**src/rtl/id_hazard_ctl_pkg.sv**
```systemverilog
// +----------------------------------------------------------------------+
// | id_hazard_ctl_pkg : opcodes and FSM state shared by the hazard unit  |
// | Revision: 1.0                                                        |
// +----------------------------------------------------------------------+
`default_nettype none

package id_hazard_ctl_pkg;

   localparam logic [5:0] OP_RTYPE = 6'h00;
   localparam logic [5:0] OP_BEQ   = 6'h04;
   localparam logic [5:0] OP_SW    = 6'h2B;
   localparam logic [5:0] OP_LW    = 6'h23;

   typedef enum logic [0:0] {
      RUN      = 1'b0,
      LU_STALL = 1'b1
   } hz_state_e;

   // Instructions that read rt as a source operand.
   function automatic logic uses_rt(input logic [5:0] opcode);
      return (opcode == OP_RTYPE) || (opcode == OP_BEQ) || (opcode == OP_SW);
   endfunction

endpackage

`default_nettype wire

```
**src/rtl/id_hazard_ctl_sat_counter.sv**
```systemverilog
// +----------------------------------------------------------------------+
// | sat_counter : saturating event counter with synchronous clear        |
// | Revision: 1.0                                                        |
// +----------------------------------------------------------------------+
`default_nettype none

module sat_counter #(
   parameter int CNT_W = 16
) (
   input  logic             clk,
   input  logic             rst_n,
   input  logic             inc,
   input  logic             clr,
   output logic [CNT_W-1:0] cnt
);

   logic [CNT_W-1:0] cnt_q;
   logic [CNT_W-1:0] cnt_d;

   always_comb begin
      cnt_d = cnt_q;
      if (clr) begin
         cnt_d = '0;
      end else if (inc && (cnt_q != '1)) begin
         cnt_d = cnt_q + CNT_W'(1);
      end
   end

   always_ff @(posedge clk or negedge rst_n) begin
      if (!rst_n) begin
         cnt_q <= '0;
      end else begin
         cnt_q <= cnt_d;
      end
   end

   assign cnt = cnt_q;

endmodule

`default_nettype wire

```
**src/rtl/id_hazard_ctl.sv**
```systemverilog
// +----------------------------------------------------------------------+
// | id_hazard_ctl : decode-stage load-use stall / branch flush control   |
// | Revision: 1.0                                                        |
// +----------------------------------------------------------------------+
`default_nettype none

module id_hazard_ctl
   import id_hazard_ctl_pkg::*;
#(
   parameter int LU_STALL_CYCLES = 1,
   parameter int CNT_W           = 16
) (
   input  logic             clk,
   input  logic             rst_n,
   input  logic [31:0]      IF_ID_instruction_out,
   input  logic             ID_EX_mem_read,
   input  logic [4:0]       ID_EX_rt,
   input  logic             EX_MEM_branch_taken,
   input  logic             mem_wait,
   input  logic             cnt_clr,
   output logic             pc_write,
   output logic             if_id_write,
   output logic             id_ex_bubble,
   output logic             id_ex_hold,
   output logic             if_id_flush,
   output logic             id_ex_flush,
   output logic             ex_mem_flush,
   output logic [CNT_W-1:0] stall_cnt,
   output logic [CNT_W-1:0] flush_cnt
);

   localparam logic [2:0] LU_INIT = 3'(LU_STALL_CYCLES - 1);

   hz_state_e  state_q, state_d;
   logic [2:0] stall_q, stall_d;

   logic [5:0] opcode;
   logic [4:0] rs;
   logic [4:0] rt;
   logic       lu_hit;
   logic       unused_imm;

   assign opcode     = IF_ID_instruction_out[31:26];
   assign rs         = IF_ID_instruction_out[25:21];
   assign rt         = IF_ID_instruction_out[20:16];
   assign unused_imm = ^IF_ID_instruction_out[15:0];

   assign lu_hit = ID_EX_mem_read && (ID_EX_rt != 5'd0) &&
                   ((ID_EX_rt == rs) || (uses_rt(opcode) && (ID_EX_rt == rt)));

   // rst_n gates the Mealy outputs so an asserted reset yields RUN values at once.
   always_comb begin
      pc_write     = 1'b1;
      if_id_write  = 1'b1;
      id_ex_bubble = 1'b0;
      id_ex_hold   = 1'b0;
      if_id_flush  = 1'b0;
      id_ex_flush  = 1'b0;
      ex_mem_flush = 1'b0;
      state_d      = state_q;
      stall_d      = stall_q;
      if (!rst_n) begin
         state_d = RUN;
         stall_d = 3'd0;
      end else if (EX_MEM_branch_taken) begin
         if_id_flush  = 1'b1;
         id_ex_flush  = 1'b1;
         ex_mem_flush = 1'b1;
         state_d      = RUN;
         stall_d      = 3'd0;
      end else if (mem_wait) begin
         pc_write    = 1'b0;
         if_id_write = 1'b0;
         id_ex_hold  = 1'b1;
      end else if (state_q == LU_STALL) begin
         pc_write     = 1'b0;
         if_id_write  = 1'b0;
         id_ex_bubble = 1'b1;
         stall_d      = stall_q - 3'd1;
         if (stall_q == 3'd1) begin
            state_d = RUN;
         end
      end else if (lu_hit) begin
         pc_write     = 1'b0;
         if_id_write  = 1'b0;
         id_ex_bubble = 1'b1;
         // A single bubble clears ID_EX_mem_read, so no extra state is needed.
         if (LU_STALL_CYCLES > 1) begin
            state_d = LU_STALL;
            stall_d = LU_INIT;
         end
      end
   end

   always_ff @(posedge clk or negedge rst_n) begin
      if (!rst_n) begin
         state_q <= RUN;
         stall_q <= 3'd0;
      end else begin
         state_q <= state_d;
         stall_q <= stall_d;
      end
   end

   sat_counter #(.CNT_W(CNT_W)) u_stall_cnt (
      .clk   (clk),
      .rst_n (rst_n),
      .inc   (~pc_write),
      .clr   (cnt_clr),
      .cnt   (stall_cnt)
   );

   sat_counter #(.CNT_W(CNT_W)) u_flush_cnt (
      .clk   (clk),
      .rst_n (rst_n),
      .inc   (EX_MEM_branch_taken),
      .clr   (cnt_clr),
      .cnt   (flush_cnt)
   );

endmodule

`default_nettype wire

```
**config.mk**
```make
export PLATFORM = sky130hd
export DESIGN_NAME = id_hazard_ctl
export DESIGN_NICKNAME = d
export VERILOG_FILES = /design/src/rtl/id_hazard_ctl_pkg.sv /design/src/rtl/id_hazard_ctl_sat_counter.sv /design/src/rtl/id_hazard_ctl.sv
export SDC_FILE = /design/constraint.sdc
export NUM_CORES = 1
export LEC_CHECK = 0
export ABC_AREA = 1
export ABC_CLOCK_PERIOD_IN_PS = 1700
export CAP_MARGIN = 20
export CELL_PAD_IN_SITES_DETAIL_PLACEMENT = 1
export CELL_PAD_IN_SITES_GLOBAL_PLACEMENT = 1
export CORE_ASPECT_RATIO = 1.5
export CORE_MARGIN = 2
export CORE_UTILIZATION = 32
export CTS_CLUSTER_DIAMETER = 50
export DETAILED_ROUTE_END_ITERATION = 8
export PLACE_DENSITY_LB_ADDON = 0.1
export SLEW_MARGIN = 10
export SYNTH_ARGS = -nofsm -noshare
export SYNTH_HDL_FRONTEND = slang
export SYNTH_HIERARCHICAL = 1
export SYNTH_SLANG_ARGS = --single-unit
export TNS_END_PERCENT = 10
```
**constraint.sdc**
```tcl
create_clock -name clk -period 1.7 [get_ports clk]
set_input_delay 0.34 -clock clk [delete_from_list [all_inputs] [get_ports clk]]
set_output_delay 0.34 -clock clk [all_outputs]
set_load 0.01 [all_outputs]
```
==> results.json <==
{
  "drive_above_1_share_pct": 21.2,
  "slowest_stage": "dlygate4sd2_1",
  "clk_pin_slew_ns": 0.06,
  "power.share.switching_pct": 24.5,
  "stdcell_count": 573,
  "syn_area_per_cell_um2": 6.83,
  "final-seq-area_um2": 906,
  "grt_pass1_wl_um": 13700,
  "gr-total-overflow": 0,
  "worstSetupStartpoint": "EX_MEM_branch_taken",
  "route.vias.total": 2726,
  "pwr_density_cell_nw_per_um2": 575,
  "start_util_pct": 32.7,
  "fin_skew_ns": 0.00336,
  "totalWireLength_um": 8030,
  "antenna_found_initial": 0,
  "cp_cell_sequence": "dlygate4sd2_1, nor2_1, buf_4, nand3_1, inv_1, nand2_2, a21oi_2, buf_2",
  "cp_max_fo": 5,
  "dp_hpwl_um": 6140,
  "cp.depth": 8,
  "yosys_warnings": 6,
  "rsz0062_at_grt": "yes",
  "drt_iter0_markers": 114,
  "switchingPower_uw": 509,
  "dieWidth_um": 77.4,
  "cts_buffer_depth": 2,
  "synthCells": 378,
  "drv_cap": 0,
  "min_path_type": "primary input to async pin",
  "p_clk_share_pct": 45.1,
  "ant_nets": 0,
  "clock.fmax_ghz": 0.607,
  "power.leakage_uw": 0.00176,
  "status": "finished clean",
  "grt_pass1_vias": 2923,
  "crit_arrival_ns": 1.31,
  "area_growth_pct": 39.6,
  "r2r_cells": 9,
  "fin_ws_ns": 0.0516,
  "cp_top_family": "buffers and inverters",
  "io_pins": 82,
  "synth_xor_area_share_pct": 4.75,
  "synth_edf_count": 0,
  "synthArstFlopShare_pct": 100,
  "r2r-start": "u_stall_cnt/cnt[0]",
  "p_comb_share_pct": 12.9,
  "fill_cells": 1056,
  "internal_power_uw": 1560,
  "grt_max_degree": 37,
  "clk_latency_ns": 0.28,
  "htree_num_levels": 2,
  "syn-num-nets": 425,
  "fin_util_pct": 45.6,
  "start_kind": "primary input",
  "ys_ff_latch": 36,
  "cts_tree": "yes",
  "crit_end": "id_ex_bubble",
  "cts-root-buf": "clkbuf_16",
  "die_height_um": 114,
  "irDropWorstVdd_uv": 423,
  "wire_per_inst_um": 14.0,
  "r2r_end": "u_stall_cnt/cnt[0]",
  "ys_types": 31,
  "gp_congestion": 0.801,
  "seq_power_share_pct": 42.0,
  "cts.sink_count": 36,
  "rrSetupSlack_ns": 0.13,
  "dp.cells": 562,
  "portBuffers": 65,
  "setup_viol": 0,
  "finalCritPeriodShare_pct": 97.0,
  "track_usage_pct": 19.0,
  "coreArea_um2": 7910,
  "critPathKind": "primary input to output pin",
  "drc": 0,
  "fin_crit_ns": 1.65,
  "die_area_um2": 8820,
  "first_pass_iters": 4,
  "ys_seq_area_share_pct": 34.9,
  "rows": 40,
  "worst_pin_slew_ns": 0.496,
  "ys.flop_type": "dfrtp_1",
  "max_stage_delay_ns": 0.26,
  "netlist_area_um2": 2580,
  "finalHoldViolCount": 0,
  "postLayoutCellArea_um2": 3610,
  "worst_ep_required_time_ns": 1.36,
  "multi_input_area_um2": 1480,
  "synth_top_family_by_area": "simple AND/OR/NAND/NOR gates",
  "synth-adder-area-share_pct": 1.94,
  "path_buf_inv": 4,
  "cts_buffers": 5,
  "crit_path_end_kind": "output pin",
  "yosys.area_share.simple_pct": 42.2,
  "cts_hold_buf": 0,
  "fin_nets": 514,
  "diodes": 0,
  "synth_compound_gate_area_share_pct": 6.15,
  "drt-vias-per-instance": 4.76,
  "synth_mux_area_share_pct": 0,
  "relSlewSlack_pct": 67.0,
  "detailedPlace.worstSlack_ns": -0.780,
  "postPlaceCellArea_um2": 3450,
  "maxSlewViolCount": 0
}
state kept, by name (all words and copies together), names as in the netlist:
register	flops
u_flush_cnt/cnt	16
u_stall_cnt/cnt	16
stall_q	3
state_q	1
synthesized netlist by cell type (all sizes together) (2+ instances only):
master	count	share of area, %
a21oi	5	1.1
buf	9	3.1
dfrtp	36	35
ha	4	1.9
inv	46	6.9
nand2	144	23
nand3	29	5.6
nand4	18	4.4
nor2	48	8.2
nor3	3	0.58
o21ai	12	3.3
o21bai	4	1.2
or2	2	0.48
xnor2	5	1.7
xor2	9	3.1
layer usage:
layer	global-route usage [%]	wire length [µm]
met5	0	0
met4	4.29	93
met3	2.06	222
met2	38.1	4560
met1	21.1	3150
logic make-up after synthesis:
logic type,Yosys count
and+or+nand+nor,245
adders and majority gates,4
AOI/OAI and AO/OA,23
DFF,36
xor gates and xnor gates,14
buffers and inverters,56
power by group through the flow:
stage / Clock, µW / Combinational (µW) / Sequential, µW
4_1_cts: 970 / 267 / 870
3_5_place_dp: 0 / 279 / 886
5_1_grt: 997 / 299 / 870
6_report: 935 / 268 / 870
2_1_floorplan: 0 / 117 / 887
3_3_place_gp: 0 / 273 / 885
worst min path at each step:
stage | cells past startpoint | startpoint | to | slack [ns]
floorplan | 0 | rst_n | stall_q[0] | 0.04
global placement | 2 | u_flush_cnt/cnt[1] | u_flush_cnt/cnt[1] | 0.53
detailed placement | 2 | stall_q[2] | stall_q[2] | 0.54
CTS | 3 | rst_n | stall_q[1] | 0.28
global route | 3 | rst_n | state_q | 0.31
finish | 3 | rst_n | stall_q[2] | 0.26
cell type report:
| class | count | area share, % |
|---|---|---|
| timing repair buffer | 91 | 21.1 |
| inverter | 47 | 5.14 |
| multi-input combinational | 286 | 41.0 |
| tap | 105 | 3.64 |
| sequential | 36 | 25.1 |
| clock buffer | 8 | 4.06 |
worst register-to-register path: cells and delay by family (launching register included):
kind / cells / cell delay (ns)
DFF: 1 / 0.39
buffers and inverters: 1 / 0.16
adders and majority gates: 1 / 0.19
and+or+nand+nor: 6 / 0.63
AOI/OAI and AO/OA: 1 / 0.08
cell usage in the layout (no fill, tap or decap), types with 4 or more instances in the layout:
cell type | netlist | final
clkbuf_16 | 0 | 5
dfrtp_1 | 36 | 32
o21bai_1 | 4 | 4
buf_4 | 3 | 25
ha_1 | 4 | 4
inv_2 | 2 | 5
nand3_1 | 29 | 28
buf_2 | 2 | 13
a21oi_1 | 4 | 4
xnor2_1 | 5 | 5
xor2_1 | 9 | 9
nand4_1 | 18 | 18
nand2_2 | 5 | 9
nand2_4 | 4 | 4
nor2_4 | 4 | 6
clkdlybuf4s15_1 | 0 | 5
dlygate4sd2_1 | 0 | 6
nand2_1 | 135 | 131
inv_1 | 42 | 39
nor2_2 | 1 | 8
clkbuf_2 | 0 | 4
dfrtp_2 | 0 | 4
clkdlybuf4s50_1 | 0 | 35
o21ai_0 | 9 | 9
nor2_1 | 43 | 34
what timing repair did:
action,in CTS,in global routing
cloned,0,1
setup buffers,1,1
gates resized for setup,89,24
pin swaps,28,14
setup endpoints to repair,24,23
per-stage QoR:
step,total power [µW],setup TNS (ns),hold slack (ns)
2_1_floorplan,1000,0,0.0444
3_3_place_gp,1160,-11.28,0.530
3_5_place_dp,1160,-12.55,0.536
4_1_cts,2110,-0.00103,0.283
5_1_grt,2170,-0.0167,0.313
6_report,2070,0,0.256
No activity file was read; power rests on OpenSTA's default activity.
